--- src/rtl/small_hb_int.sv ---
// 2x halfband interpolator: each input yields the delayed sample (even phase)
// followed by a shift-add 4-tap midpoint (odd phase), or a straight pass in bypass.
module small_hb_int #(
  parameter int WIDTH = 18
) (
  input  logic                    clk,
  input  logic                    rst,
  input  logic                    bypass,
  input  logic                    stb_in,
  input  logic signed [WIDTH-1:0] data_in,
  output logic                    stb_out,
  output logic signed [WIDTH-1:0] data_out,
  output logic                    overrun
);

  localparam int PW = WIDTH + 5;

  logic signed [WIDTH-1:0] x0_q, x1_q, x2_q, x3_q;
  logic signed [WIDTH-1:0] x0_d, x1_d, x2_d, x3_d;
  logic                    v1_q, v2_q, v3_q;
  logic                    v1_d, v2_d, v3_d;
  logic signed [PW-1:0]    p_q, p_d;
  logic signed [WIDTH-1:0] even_q, even_d, odd_q, odd_d;
  logic signed [WIDTH-1:0] data_out_q, data_out_d;
  logic                    stb_out_q, stb_out_d;
  logic                    overrun_q, overrun_d;
  logic                    stb_prev_q, stb_prev_d;
  logic                    bypass_q, bypass_d;

  logic signed [WIDTH:0]   sa, sb;
  logic signed [PW-1:0]    sa_x, sb_x, p, p_rnd;
  logic signed [WIDTH-1:0] odd_sat;
  logic                    rnd_fits;

  // p = 9*sa - sb computed as (sa<<3)+sa-sb; PW bits hold it exactly.
  assign sa    = {x1_q[WIDTH-1], x1_q} + {x2_q[WIDTH-1], x2_q};
  assign sb    = {x0_q[WIDTH-1], x0_q} + {x3_q[WIDTH-1], x3_q};
  assign sa_x  = PW'(sa);
  assign sb_x  = PW'(sb);
  assign p     = (sa_x <<< 3) + sa_x - sb_x;

  assign p_rnd    = (p_q + PW'(8)) >>> 4;
  assign rnd_fits = (p_rnd[PW-1:WIDTH-1] == {(PW-WIDTH+1){p_rnd[PW-1]}});
  assign odd_sat  = rnd_fits ? p_rnd[WIDTH-1:0]
                             : {p_rnd[PW-1], {(WIDTH-1){~p_rnd[PW-1]}}};

  always_comb begin
    // NOTE: every _d gets a default first so no path leaves it unassigned (no latches).
    x0_d       = x0_q;
    x1_d       = x1_q;
    x2_d       = x2_q;
    x3_d       = x3_q;
    p_d        = p_q;
    even_d     = even_q;
    odd_d      = odd_q;
    data_out_d = data_out_q;
    v1_d       = 1'b0;
    v2_d       = 1'b0;
    v3_d       = 1'b0;
    stb_out_d  = 1'b0;
    bypass_d   = bypass;
    stb_prev_d = stb_in;
    overrun_d  = overrun_q | (stb_in & stb_prev_q);

    if (bypass != bypass_q) begin
      // Mode change flushes everything except the sticky overrun flag.
      x0_d       = '0;
      x1_d       = '0;
      x2_d       = '0;
      x3_d       = '0;
      p_d        = '0;
      even_d     = '0;
      odd_d      = '0;
      data_out_d = '0;
    end else if (bypass) begin
      if (stb_in) begin
        stb_out_d  = 1'b1;
        data_out_d = data_in;
      end
    end else begin
      if (stb_in) begin
        x3_d = x2_q;
        x2_d = x1_q;
        x1_d = x0_q;
        x0_d = data_in;
        v1_d = 1'b1;
      end
      if (v1_q) begin
        p_d    = p;
        even_d = x2_q;
        v2_d   = 1'b1;
      end
      if (v2_q) begin
        stb_out_d  = 1'b1;
        data_out_d = even_q;
        odd_d      = odd_sat;
        v3_d       = 1'b1;
      end
      if (v3_q) begin
        stb_out_d  = 1'b1;
        data_out_d = odd_q;
      end
    end
  end

  always_ff @(posedge clk) begin
    if (rst) begin
      // NOTE: pipeline data is cleared too, so data_out reads 0 right after reset.
      x0_q       <= '0;
      x1_q       <= '0;
      x2_q       <= '0;
      x3_q       <= '0;
      p_q        <= '0;
      even_q     <= '0;
      odd_q      <= '0;
      data_out_q <= '0;
      v1_q       <= 1'b0;
      v2_q       <= 1'b0;
      v3_q       <= 1'b0;
      stb_out_q  <= 1'b0;
      overrun_q  <= 1'b0;
      stb_prev_q <= 1'b0;
      bypass_q   <= bypass;
    end else begin
      // NOTE: non-blocking so every register samples the pre-edge values.
      x0_q       <= x0_d;
      x1_q       <= x1_d;
      x2_q       <= x2_d;
      x3_q       <= x3_d;
      p_q        <= p_d;
      even_q     <= even_d;
      odd_q      <= odd_d;
      data_out_q <= data_out_d;
      v1_q       <= v1_d;
      v2_q       <= v2_d;
      v3_q       <= v3_d;
      stb_out_q  <= stb_out_d;
      overrun_q  <= overrun_d;
      stb_prev_q <= stb_prev_d;
      bypass_q   <= bypass_d;
    end
  end

  assign stb_out  = stb_out_q;
  assign data_out = data_out_q;
  assign overrun  = overrun_q;

endmodule

--- config.mk ---
export PLATFORM = sky130hd
export DESIGN_NAME = small_hb_int
export DESIGN_NICKNAME = d
export VERILOG_FILES = /design/src/rtl/small_hb_int.sv
export SDC_FILE = /design/constraint.sdc
export NUM_CORES = 1
export LEC_CHECK = 0
export ABC_AREA = 1
export BUFFER_PORTS_ARGS = -buffer_cell sky130_fd_sc_hd__buf_2
export CELL_PAD_IN_SITES_DETAIL_PLACEMENT = 1
export CELL_PAD_IN_SITES_GLOBAL_PLACEMENT = 2
export CORE_UTILIZATION = 25
export CTS_BUF_LIST = sky130_fd_sc_hd__clkbuf_4 sky130_fd_sc_hd__clkbuf_8 sky130_fd_sc_hd__clkbuf_16
export DETAILED_ROUTE_END_ITERATION = 12
export HOLD_SLACK_MARGIN = 0.15
export PLACE_DENSITY_LB_ADDON = 0.1
export SETUP_SLACK_MARGIN = 0.3
export SYNTH_ARGS = -nofsm -noshare
export SYNTH_HDL_FRONTEND = slang
export SYNTH_SLANG_ARGS = --single-unit
--- constraint.sdc ---
create_clock -name clk -period 9.8 [get_ports clk]
set_input_delay 1.47 -clock clk [delete_from_list [all_inputs] [get_ports clk]]
set_output_delay 1.47 -clock clk [all_outputs]
set_load 0.05 [all_outputs]
== After elaboration in Yosys (flattened, before gate mapping) ==
Index checks and enable logic that the tools add are counted.
W data, S select, Z words.

* Register bits after elaboration: 156
* Word-level logic and storage cells: 44
* Output and inout bits: 20

* Reductions and logical operators: 7
* Eq/ne operators: 3
* Bitwise operators: 4
* $add $sub $neg: 5
* Mux-type cells: 10

{| class="wikitable"
|+ Operator list
! operator !! count
|-
| $mux W18 || 5
|-
| $add A18 B18 Y19 || 2
|-
| $add A22 B19 Y23 || 1
|-
| $add A23 B5 Y23 const B || 1
|-
| $sub A23 B19 Y23 || 1
|-
| $reduce_and A2 Y1 || 4
|-
| $mux W1 || 5
|-
| $reduce_bool A3 Y1 || 1
|-
| $reduce_or A3 Y1 || 1
|-
| $ne A2 B1 Y1 const B || 1
|-
| $not A1 Y1 || 2
|-
| $reduce_or A2 Y1 || 1
|-
| $and A1 B1 Y1 || 1
|-
| $eq A1 B1 Y1 || 1
|-
| $ne A1 B1 Y1 || 1
|-
| $or A1 B1 Y1 || 1
|}

== Longest topological paths before layout ==
Gate-level depths: netlist (run 1).

* Word-level depth: 3
* Depth in mapped cells: 27
* Mapped depth without buffers: 27

== Worst setup path after synthesis (run 1) ==
Ideal clock, no wire load.

* Kind: flip-flop to flip-flop
* From: register x1_q[0]
* To: register p_q[21]
* Clock period less this slack: 4065 ps
* Data arrival time: 3949 ps
* Path buffers: 0
* Cell stages (with the launch flop): 20
* Required time: 9685 ps
* Slack: 5735 ps
* Path through: dfxtp_1 > ha_1 > fa_1 > nand3_1 > nand3_1 > a31o_2 > xor2_1 > fa_1 > fa_1 > inv_1 > ha_1 > nand2_1 > nor2_1 > inv_1 > nor3_1 > nand3_1 > nand3_1 > nor2_1 > o21ai_0 > inv_1

* Cells in the longest elaborated chain, start to end: 3

{| class="wikitable"
|+ RTL lines
! item !! line !! source
|-
| start: declaration || 18 || <nowiki>logic signed [WIDTH-1:0] x0_q, x1_q, x2_q, x3_q;</nowiki>
|-
| start signal: assignment || 110 || <nowiki>x1_q <= '0;</nowiki>
|-
| start signal: assignment || 127 || <nowiki>x1_q <= x1_d;</nowiki>
|-
| $add A18 B18 Y19 || 36 || <nowiki>assign sa = {x1_q[WIDTH-1], x1_q} + {x2_q[WIDTH-1], x2_q};</nowiki>
|-
| $add A22 B19 Y23 || 40 || <nowiki>assign p = (sa_x <<< 3) + sa_x - sb_x;</nowiki>
|-
| $sub A23 B19 Y23 || 40 ||
|-
| end signal: assignment || 130 || <nowiki>p_q <= p_d;</nowiki>
|-
| end: declaration || 22 || <nowiki>logic signed [PW-1:0] p_q, p_d;</nowiki>
|}

Every way passes these cells.
A chain may end at the register's enable or synchronous reset.

== Worst setup path after layout (run 1) ==
* From: register x2_q[0]
* To: register p_q[20]

* Cells in the longest elaborated chain, start to end: 3

{| class="wikitable"
|+ RTL lines
! item !! line !! source
|-
| start: declaration || 18 ||
|-
| start signal: assignment || 111 || <nowiki>x2_q <= '0;</nowiki>
|-
| start signal: assignment || 128 || <nowiki>x2_q <= x2_d;</nowiki>
|-
| $add A18 B18 Y19 || 36 ||
|-
| $add A22 B19 Y23 || 40 ||
|-
| $sub A23 B19 Y23 || 40 ||
|}

Every way passes these cells.

==> summary.txt, run 1 <==
Routing
  – Drt first pass iters: 4
  – Via Count: around 8400
  – DR WL/cell: roughly 19 um
  – DR iter-0 viols: 368
  – Met3 wire length: about 790 um
  – DRC: 0
  – WL final: 33700 um
  – Via-to-Cell Ratio: roughly 4.6
  – ANT nets after route: 0
  – Met2 routed WL: around 15000 um
  – Metal-1 WL: approximately 17000 um
  – Highest metal used: met4

Die
  – Die height: 197 um
  – Starting Density: 0.256
  – FP Rows: 70
  – Full die area: between 0.03 and 0.04 sq mm
  – I/O Pins: between 40 and 50
  – CORE AREA: roughly 0.037 sq mm
  – Chip Width: between 150 and 200 um

Job
  – Max_cap viols: 0

Timing
  – RSZ-0062 raised after global routing: false
  – Slew margin rel.: 0.396
  – Fin crit share: 0.523
  – Sum Neg Setup Slack: 0 ns
  – Peak Freq: just under 0.2 GHz
  – Fin Hold WS: 0.461 ns
  – Min Tclk post-route: 5.12 ns
  – Max-slew violation count: 0
  – Setup violators final: 0
  – Slew @ Worst Pin: ~0.91 ns
  – Clock Skews: 0.0120 ns
  – Fin. Hold Viols: 0

Clock network
  – Skew-Pair Late Insertion Delay: around 0.45 ns
  – Root Buffer: clkbuf_16
  – CTS tree: done
  – H-tree depth: 4
  – Clock Pin Slew Worst Setup and Hold Paths: ~0.070 ns
  – Post-CTS Setup Inserts: 0
  – Post-CTS Hold Fix Bufs: 0
  – Post-CTS Resized: 0
  – CTS Buf Count: 17
  – Clk buf depth: 2
  – Clk sinks: about 150

Power
  – Worst vdd ir: between 0.09 and 0.1 mV
  – Pwr per Cell Area: 148 mW/mm^2
  – P_leak: around 4.4 nW

Logic synthesis
  – Cells after synthesis: 1286
  – Yosys warns: 0
  – #FFs+latches synth: between 150 and 200
  – Synthesized area: 0.00947 sq mm
  – Top cell type's share of synthesized area: 0.323
  – Post-Syn Nets: ~1400
  – Syn Area/Cell: 7.36 sq um
  – Synth area leaders: dfxtp_1 (32%), nand2_1 (12%), a21oi_1 (9.1%)
  – Cell taking the most area after synthesis: dfxtp_1
  – Register area share after synthesis: 0.323
  – Library cells used by synthesis: 37

Setup path
  – Slowest CP cell: fa_1
  – Arrival time worst endpoint: 5.47 ns
  – Bufs and invs on worst path: 5
  – Crit Path Class: register to register
  – Crit-path most repeated cell: inv_1
  – CP max stage delay: around 0.5 ns
  – Critical Path Source Type: register
  – Crit Path Max Fanout: 5
  – CP Cell Sequence: ha_1 -> fa_1 -> nand3_1 -> nand3_1 -> a21oi_1 -> o21bai_1 -> xor2_1 -> inv_1 -> fa_1 -> inv_1 -> fa_1 -> inv_1 -> ha_1 -> nand2_1 -> inv_1 -> nand3_1 -> nor3_1 -> nand4_1 -> nand4_1 -> nand3_1 -> o211ai_1 -> inv_1
  – Critical Path Sink Type: register
  – Data required time of the worst path: about 10 ns
  – Top Family by Delay on Critical Path: adder cells

Cells and area
  – Inserted Diodes: 0
  – Commonest non-fill, non-tap cell in the layout: nand2_1
  – Layout cells sized above 1: 0.0901
  – Area Growth Syn to Fin: 13.7%
  – Layout net count: 1402
  – Most frequent cells in the layout: nand2_1 (293), a21oi_1 (173), dfxtp_1 (153), inv_1 (150), nand3_1 (130)

Global routing
  – Total grt overflow: 0
  – Initial antenna violation count: 0
  – Vias in the first global route: between 8000 and 9000
  – GR Util All Layers: 0.180
  – First-pass GRT wire length: roughly 52000 um
  – Largest net degree at the start of global routing: 80

Hold path
  – Worst Hold Class: register to register

Placement
  – RePlAce Congestion: 0.796
  – Placed wire-length estimate: 26100 um
  – Port Buffers: 41

Run status
  – Status: finished, final reports clean
sequential cells by signal, summed over array words and instances (netlist names):
name,count
bypass_q,1
even_q,18
p_q,20
data_out,18
x0_q,18
odd_q,18
stb_out,1
x2_q,18
v3_q,1
x3_q,18
overrun,1
stb_prev_q,1
v1_q,1
v2_q,1
x1_q,18
cell type report:
type / instances / area [sq um]
clock buffers: 19 / 453
inverters: 159 / 601
multi-input cells: 916 / 5570
fillers: 4570 / 26200
repair buffers: 49 / 265
flip-flops and latches: 153 / 3060
clock inverters: 13 / 180
well taps: 504 / 631
cells in the mapped netlist:
cell type	instances
ha_1	44
clkinv_1	3
inv_2	5
xor2_1	29
nand2_4	3
inv_1	151
nor2_1	47
nand4_1	8
o211ai_1	21
a21oi_1	173
buf_12	1
dfxtp_1	153
a21oi_4	10
nand2_1	294
a31oi_1	4
buf_2	2
buf_1	7
nor3_2	5
or2_2	1
fa_1	40
o21a_1	1
nor3_1	8
buf_6	1
nand3_1	130
o21ai_0	58
nor2_2	3
a21boi_0	2
clkbuf_1	47
o21bai_1	4
o31ai_1	1
a31o_2	3
nand3_2	1
xnor2_1	13
nand2_2	1
and2_1	2
a21o_1	8
nor2_8	2
per-layer routing:
metal / vias up / GRT usage
met3: 28 / 0.0281
met2: 64 / 0.281
met1: 4051 / 0.255
met4: 0 / 0.0540
li1: 4214 / -
met5: - / 0
cells by family after synthesis:
logic type / share of synthesized area
buf+inv: 0.0888
simple gates: 0.232
xor+xnor: 0.0388
fa+ha+maj: 0.143
flops: 0.323
compound gates: 0.174
worst reg2reg max path, stage by stage (launching register included):
cell,delay (ns)
dfxtp_1,0.34
ha_1,0.28
fa_1,0.47
nand3_1,0.12
nand3_1,0.25
a21oi_1,0.31
o21bai_1,0.11
xor2_1,0.37
inv_1,0.10
fa_1,0.50
inv_1,0.05
fa_1,0.49
inv_1,0.04
ha_1,0.41
nand2_1,0.13
inv_1,0.07
nand3_1,0.10
nor3_1,0.25
nand4_1,0.21
nand4_1,0.14
nand3_1,0.11
o211ai_1,0.11
inv_1,0.05
per-stage QoR:
| step | cells | setup slack [ns] | power [W] | utilization | area [sq um] |
|---|---|---|---|---|---|
| after floorplan | 1286 | 5.74 | 0.000804 | - | 9470 |
| after global placement | 1781 | 4.59 | 0.000882 | 0.274 | 10100 |
| after detailed placement | 1781 | 4.65 | 0.000880 | 0.274 | 10100 |
| after CTS | 1813 | 4.63 | 0.00163 | 0.291 | 10800 |
| after global routing | 1813 | 4.30 | 0.00167 | 0.291 | 10800 |
| final | 1813 | 4.68 | 0.00159 | 0.291 | 10800 |
report_power, final:
| group | switching [W] | total (W) | internal (W) | leakage, nW |
|---|---|---|---|---|
| clock network | 0.000308 | 0.000731 | 0.000422 | 0.305 |
| logic | 0.000161 | 0.000227 | 0.0000661 | 2.87 |
| registers | 0.00000585 | 0.000633 | 0.000628 | 1.23 |
| total | 0.000475 | 0.00159 | 0.00112 | 4.41 |
path summary, 6_finish.rpt:
path,start,end,slack [ns],cells past startpoint
max reg2reg,x2_q[0]$_SDFFE_PP0P_,p_q[20]$_SDFFE_PP0P_,4.68,22
max,x2_q[0]$_SDFFE_PP0P_,p_q[20]$_SDFFE_PP0P_,4.68,22
min,data_out[11]$_SDFFE_PP0P_,data_out[11]$_SDFFE_PP0P_,0.46,2
min reg2reg,data_out[11]$_SDFFE_PP0P_,data_out[11]$_SDFFE_PP0P_,0.46,2
Note: power is estimated with default switching activity, not from simulation.
==> inputs of run 2 (changes only) <==
==> constraint.sdc (replaced) <==
create_clock -name clk -period 4.1 [get_ports clk]
set_input_delay 0.615 -clock clk [delete_from_list [all_inputs] [get_ports clk]]
set_output_delay 0.615 -clock clk [all_outputs]
set_load 0.05 [all_outputs]
==> run 2 against run 1 <==
  * The flow now finishes with violations (negative setup slack)
  * Non-clock buffer count rose by 169
  * Via count rose by 7.7%
  * Sequential power rose by 140%
  * Combinational power rose to 3.8 times the previous value
  * Register-to-register slack got worse by 4.8 ns
  * Clock skew rose by 0.0022 ns
  * Worst setup slack got worse by 4.8 ns
  * Die area did not move
==> summary.txt, run 2 (synthesis results as in run 1) <==
Die
  – Full die area: 0.0387 sq mm (unchanged)
  – CORE AREA: 0.0370 sq mm (unchanged)
  – FP Rows: 70 (unchanged)
  – Chip Width: 197 um (unchanged)
  – Die height: 197 um (unchanged)
  – Starting Density: 0.256 (unchanged)
  – I/O Pins: 42 (unchanged)

Timing
  – Max-slew violation count: 0 (unchanged)
  – Slew margin rel.: 0.399 (was 0.396)
  – Clock Skews: 0.0142 ns (was 0.0120 ns)
  – Min Tclk post-route: 4.20 ns (was 5.12 ns)
  – Min setup slack post-route: -0.0992 ns (was 4.68 ns)
  – Fin crit share: 1.02 (was 0.523)
  – Slew @ Worst Pin: 0.902 ns (was 0.906 ns)
  – Sum Neg Setup Slack: -0.197 ns (was 0 ns)
  – Peak Freq: 0.238 GHz (was 0.195 GHz)
  – Fin Hold WS: 0.370 ns (was 0.461 ns)
  – Fin. Hold Viols: 0 (unchanged)
  – RSZ-0062 raised after global routing: true (was false)
  – Setup violators final: 4 (was 0)

Placement
  – RePlAce Congestion: 0.783 (was 0.796)
  – Port Buffers: 41 (unchanged)
  – Placement Setup Slack: -0.451 ns (was 4.65 ns)
  – DP Cell Count: 1924 (was 1781)
  – Placed wire-length estimate: 27400 um (was 26100 um)

Clock network
  – Root Buffer: clkbuf_16 (unchanged)
  – Clock Pin Slew Worst Setup and Hold Paths: 0.06 ns (was 0.07 ns)
  – CTS Buf Count: 17 (unchanged)
  – Post-CTS Hold Fix Bufs: 0 (unchanged)
  – Clk sinks: 153 (unchanged)
  – H-tree depth: 4 (unchanged)
  – Skew-Pair Late Insertion Delay: 0.45 ns (about the same)
  – Clk buf depth: 2 (unchanged)
  – CTS tree: done (unchanged)

Cells and area
  – Layout net count: 1571 (was 1402)
  – Area Growth Syn to Fin: 38.9% (was 13.7%)
  – Most frequent cells in the layout: nand2_1 (264), buf_4 (164), a21oi_1 (150), inv_1 (136), dfxtp_1 (134) (was nand2_1 (293), a21oi_1 (173), dfxtp_1 (153), inv_1 (150), nand3_1 (130))
  – Number of flip-flops in the largest register: 20 (unchanged)
  – Layout cells sized above 1: 0.308 (was 0.0901)
  – Inserted Diodes: 0 (unchanged)
  – Final cell count without fillers: 1981 (was 1813)
  – Reg with most FFs: p_q (unchanged)
  – Commonest non-fill, non-tap cell in the layout: nand2_1 (unchanged)
  – Final core occ: 0.356 (was 0.291)

Routing
  – Drt first pass iters: 4 (unchanged)
  – DR WL/cell: 18.2 um (was 18.6 um)
  – Via-to-Cell Ratio: 4.54 (was 4.61)
  – DRC: 0 (unchanged)
  – Via Count: 8998 (was 8357)
  – WL final: 36000 um (was 33700 um)
  – ANT nets after route: 0 (unchanged)
  – DR iter-0 viols: 319 (was 368)

Global routing
  – GR Util All Layers: 0.192 (was 0.180)
  – Total grt overflow: 0 (unchanged)
  – First-pass GRT wire length: 56000 um (was 52200 um)
  – Vias in the first global route: 9554 (was 8644)
  – Initial antenna violation count: 0 (unchanged)
  – Largest net degree at the start of global routing: 75 (was 80)

Setup path
  – Critical Path Source Type: register (unchanged)
  – Arrival time worst endpoint: 4.53 ns (was 5.47 ns)
  – Data required time of the worst path: 4.43 ns (was 10.15 ns)
  – Crit Path Class: register to register (unchanged)
  – Critical Path Sink Type: register (unchanged)
  – Crit Path Max Fanout: 4 (was 5)

Power
  – Worst vdd ir: 0.238 mV (was 0.0999 mV)
  – P_leak: 5.45 nW (was 4.41 nW)
  – Pwr per Cell Area: 313 mW/mm^2 (was 148 mW/mm^2)

Run status
  – Status: complete, but fails checks (was finished, final reports clean)
  – Failing checks: negative setup slack

Job
  – Max_cap viols: 0 (unchanged)

Hold path
  – Worst Hold Class: input pin to register (was register to register)
-- run 2: metal layers --
metal / GRT usage / up-vias / wire length (um)
li1: - / 4555 / -
met1: 0.268 / 4378 / 18200
met2: 0.316 / 55 / 17000
met3: 0.0291 / 10 / 610
met4: 0.0353 / 0 / 270
met5: 0 / - / 0
-- run 2: layout make-up --
cell class	count	area, sq um
clock buffer	20	467
clock inverter	11	160
fill	4475	23800
inverter	159	603
multi-input combinational	916	6590
sequential	153	3090
tap	504	631
timing repair buffer	218	1610
-- run 2: where the power goes --
part	leakage (nW)	internal [W]	switching [W]
Combinational	3.90	0.000354	0.000507
Clock	0.302	0.00102	0.000721
Sequential	1.24	0.00150	0.0000140
Total	5.45	0.00287	0.00124
-- run 2: timing repair --
| action | CTS | global route |
|---|---|---|
| setup buffers | 13 | 13 |
| gates resized for setup | 131 | 87 |
| setup endpoints to repair | 18 | 18 |
| pin swaps | 52 | 56 |
-- run 2: final timing paths --
check / startpoint / to / slack (ns) / depth (start not counted)
setup / recovery: x2_q[0]$_SDFFE_PP0P_ / p_q[19]$_SDFFE_PP0P_ / -0.1 / 21
hold / removal: bypass / bypass_q$_DFF_P_ / 0.37 / 1
setup reg to reg: x2_q[0]$_SDFFE_PP0P_ / p_q[19]$_SDFFE_PP0P_ / -0.1 / 21
hold reg to reg: data_out[9]$_SDFFE_PP0P_ / data_out[9]$_SDFFE_PP0P_ / 0.46 / 2
-- run 2: per-stage QoR --
| step | cell area (sq um) | total power [W] |
|---|---|---|
| after global routing | 13200 | 0.00430 |
| after floorplan | 9610 | 0.00194 |
| after detailed placement | 11400 | 0.00225 |
| after global placement | 11400 | 0.00224 |
| after CTS | 12600 | 0.00409 |
| final | 13200 | 0.00411 |
-- run 2: worst max-delay path: stages (launching register included) --
cell and delay (ns):
dfxtp_2 0.34, ha_4 0.16, fa_2 0.36, nand3_2 0.12, nand3_4 0.11, buf_6 0.15
a31o_4 0.23, xor2_4 0.17, fa_1 0.45, fa_1 0.49, inv_1 0.06, ha_4 0.28
buf_6 0.12, nand4_1 0.23, nor2_4 0.20, nand4_1 0.14, nand3_1 0.15, nand2_1 0.07
inv_1 0.05, o21ai_1 0.06, o211ai_1 0.09, inv_1 0.06
==> inputs of run 3 (changes only) <==
--- a/config.mk
+++ b/config.mk
@@ -9,6 +9,7 @@
 export BUFFER_PORTS_ARGS = -buffer_cell sky130_fd_sc_hd__buf_2
 export CELL_PAD_IN_SITES_DETAIL_PLACEMENT = 1
 export CELL_PAD_IN_SITES_GLOBAL_PLACEMENT = 2
+export CORE_ASPECT_RATIO = 2
 export CORE_UTILIZATION = 25
 export CTS_BUF_LIST = sky130_fd_sc_hd__clkbuf_4 sky130_fd_sc_hd__clkbuf_8 sky130_fd_sc_hd__clkbuf_16
 export DETAILED_ROUTE_END_ITERATION = 12
==> run 3 against run 2 <==
  * Flip-flop and latch count stayed put
  * Global-route usage is 1.5 points higher
  * First-iteration DRC count is 4.4% lower
  * Wire length is 8.4% higher
  * Highest routed layer unchanged
  * Maximum frequency is 1.3% lower
  * The flow still finishes with violations (negative setup slack)
==> summary.txt, run 3 (synthesis results as in run 1) <==
Routing
  – DR WL/cell: 20.0 um (was 18.2 um)
  – Highest metal used: met4 (unchanged)
  – WL final: 39100 um (was 36000 um)
  – DRC: 0 (unchanged)
  – Drt first pass iters: 4 (unchanged)
  – DR iter-0 viols: 305 (was 319)
  – Via Count: 9267 (was 8998)
  – ANT nets after route: 0 (unchanged)
  – Via-to-Cell Ratio: 4.74 (was 4.54)
  – Metal-1 WL: 13900 um (was 18200 um)
  – Met3 wire length: 465 um (was 610 um)
  – Met2 routed WL: 23300 um (was 17000 um)

Die
  – I/O Pins: 42 (unchanged)
  – Starting Density: 0.254 (was 0.256)
  – Chip Width: 140 um (was 197 um)
  – Die height: 277 um (was 197 um)
  – Full die area: 0.0387 sq mm (about the same)
  – FP Rows: 100 (was 70)
  – CORE AREA: 0.0373 sq mm (was 0.0370 sq mm)

Global routing
  – Total grt overflow: 0 (unchanged)
  – Initial antenna violation count: 0 (unchanged)
  – Vias in the first global route: 9945 (was 9554)
  – Largest net degree at the start of global routing: 75 (unchanged)
  – GR Util All Layers: 0.207 (was 0.192)
  – First-pass GRT wire length: 59000 um (was 56000 um)

Setup path
  – Top Family by Delay on Critical Path: adder cells (unchanged)
  – Crit Path Class: register to register (unchanged)
  – Bufs and invs on worst path: 6 (was 5)
  – Critical Path Source Type: register (unchanged)
  – R2R cell count: 26 (was 21)
  – RR Startpoint: x2_q[2]$_SDFFE_PP0P_ (was x2_q[0]$_SDFFE_PP0P_)
  – R2R Path End: p_q[19]$_SDFFE_PP0P_ (unchanged)
  – Arrival time worst endpoint: 4.60 ns (was 4.53 ns)
  – Crit Path Max Fanout: 5 (was 4)
  – CP max stage delay: 0.49 ns (about the same)
  – Setup slack, reg-to-reg: -0.15 ns (was -0.1 ns)
  – Slowest CP cell: fa_1 (unchanged)
  – Data required time of the worst path: 4.45 ns (was 4.43 ns)
  – Critical Path Sink Type: register (unchanged)

Clock network
  – CTS Buf Count: 17 (unchanged)
  – H-tree depth: 4 (unchanged)
  – CTS tree: done (unchanged)
  – Clk buf depth: 2 (unchanged)
  – Post-CTS Hold Fix Bufs: 0 (unchanged)
  – Clk sinks: 153 (unchanged)
  – Skew-Pair Late Insertion Delay: 0.46 ns (was 0.45 ns)
  – Root Buffer: clkbuf_16 (unchanged)
  – Clock Pin Slew Worst Setup and Hold Paths: 0.07 ns (was 0.06 ns)

Hold path
  – Worst Hold Class: input pin to register (unchanged)
  – HP Start: bypass (unchanged)
  – Hold path cells: 1 (unchanged)
  – Hold endpoint: bypass_q$_DFF_P_ (unchanged)

Timing
  – RSZ-0062 raised after global routing: true (unchanged)
  – Min Tclk post-route: 4.25 ns (was 4.20 ns)
  – Fin. Hold Viols: 0 (unchanged)
  – Setup violators final: 7 (was 4)
  – Min setup slack post-route: -0.155 ns (was -0.0992 ns)
  – Slew @ Worst Pin: 0.894 ns (was 0.902 ns)
  – Sum Neg Setup Slack: -0.525 ns (was -0.197 ns)
  – Max-slew violation count: 0 (unchanged)
  – Fin crit share: 1.04 (was 1.02)
  – Peak Freq: 0.235 GHz (was 0.238 GHz)
  – Slew margin rel.: 0.404 (was 0.399)
  – Clock Skews: 0.0158 ns (was 0.0142 ns)

Cells and area
  – Commonest non-fill, non-tap cell in the layout: nand2_1 (unchanged)
  – Multi-input gate area: 0.00663 sq mm (was 0.00659 sq mm)
  – Reg with most FFs: p_q (unchanged)
  – Area Growth Syn to Fin: 39.2% (was 38.9%)
  – Inserted Diodes: 0 (unchanged)
  – Layout net count: 1591 (was 1571)
  – Most frequent cells in the layout: nand2_1 (263), buf_4 (183), a21oi_1 (145), dfxtp_1 (139), inv_1 (134) (was nand2_1 (264), buf_4 (164), a21oi_1 (150), inv_1 (136), dfxtp_1 (134))
  – Fillers: 4529 (was 4475)
  – Number of flip-flops in the largest register: 20 (unchanged)
  – FF+latch area: 0.00308 sq mm (was 0.00309 sq mm)
  – Layout cells sized above 1: 0.320 (was 0.308)

Power
  – Pwr per Cell Area: 302 mW/mm^2 (was 313 mW/mm^2)
  – P_leak: 5.51 nW (was 5.45 nW)
  – Worst vdd ir: 0.238 mV (about the same)

Placement
  – Port Buffers: 41 (unchanged)
  – Placed wire-length estimate: 30600 um (was 27400 um)
  – RePlAce Congestion: 0.838 (was 0.783)
  – Placement Setup Slack: -0.513 ns (was -0.451 ns)

Run status
  – Failing checks: negative setup slack (unchanged)
  – Status: complete, but fails checks (unchanged)

Job
  – Max_cap viols: 0 (unchanged)
run 3: worst max-delay path by stage:
stage                                      end  cells past startpoint                  from  slack (ns)
after global placement    p_q[19]$_SDFFE_PP0P_                     21  x1_q[8]$_SDFFE_PP0P_       -0.52
after floorplan           p_q[18]$_SDFFE_PP0P_                     20  x2_q[0]$_SDFFE_PP0P_        0.30
after global routing      p_q[20]$_SDFFE_PP0P_                     27  x1_q[3]$_SDFFE_PP0P_       -0.37
after CTS                 p_q[19]$_SDFFE_PP0P_                     24  x1_q[0]$_SDFFE_PP0P_       -0.16
final                     p_q[19]$_SDFFE_PP0P_                     26  x2_q[2]$_SDFFE_PP0P_       -0.15
after detailed placement  p_q[19]$_SDFFE_PP0P_                     22  x1_q[9]$_SDFFE_PP0P_       -0.51
run 3: metrics by stage:
step | std cells | hold slack, ns | total power [W] | cell area [sq um] | utilization
after floorplan | 1286 | 0.438 | 0.00194 | 9610 | -
after global placement | 1900 | 0.450 | 0.00227 | 11500 | 0.307
after detailed placement | 1900 | 0.452 | 0.00227 | 11500 | 0.307
after CTS | 1946 | 0.331 | 0.00395 | 12700 | 0.340
after global routing | 1956 | 0.343 | 0.00416 | 13200 | 0.353
final | 1956 | 0.354 | 0.00398 | 13200 | 0.353
run 3: per-layer routing:
layer / global-route usage / vias up
met3: 0.0218 / 45
li1: - / 4597
met5: 0 / -
met4: 0.0958 / 0
met1: 0.200 / 4554
met2: 0.426 / 71
run 3: area by class of cell:
| cell class | count | share of cell area |
|---|---|---|
| clock buffers | 18 | 0.0329 |
| clock inverters | 13 | 0.00826 |
| inverters | 159 | 0.0458 |
| multi-input cells | 916 | 0.503 |
| flip-flops and latches | 153 | 0.234 |
| well taps | 459 | 0.0436 |
| repair buffers | 238 | 0.132 |
run 3: what timing repair did:
item | CTS | global route
endpoints found under the setup margin | 18 | 18
gates resized for setup | 135 | 100
pin swaps | 64 | 44
cloned | 0 | 0
setup buffers | 15 | 10
run 3: worst register-to-register path: cells and delay by family, from the launching register on:
family / cells / cell delay [ns]
fa+ha+maj: 4 / 1.53
simple gates: 11 / 1.38
compound gates: 5 / 0.55
buf+inv: 6 / 0.36
flops: 1 / 0.34
run 3: where the power goes:
part / internal, W / switching (W) / total, W
Combinational: 0.000390 / 0.000535 / 0.000925
Clock: 0.000794 / 0.000743 / 0.00154
Sequential: 0.00150 / 0.0000140 / 0.00151
Total: 0.00268 / 0.00129 / 0.00398
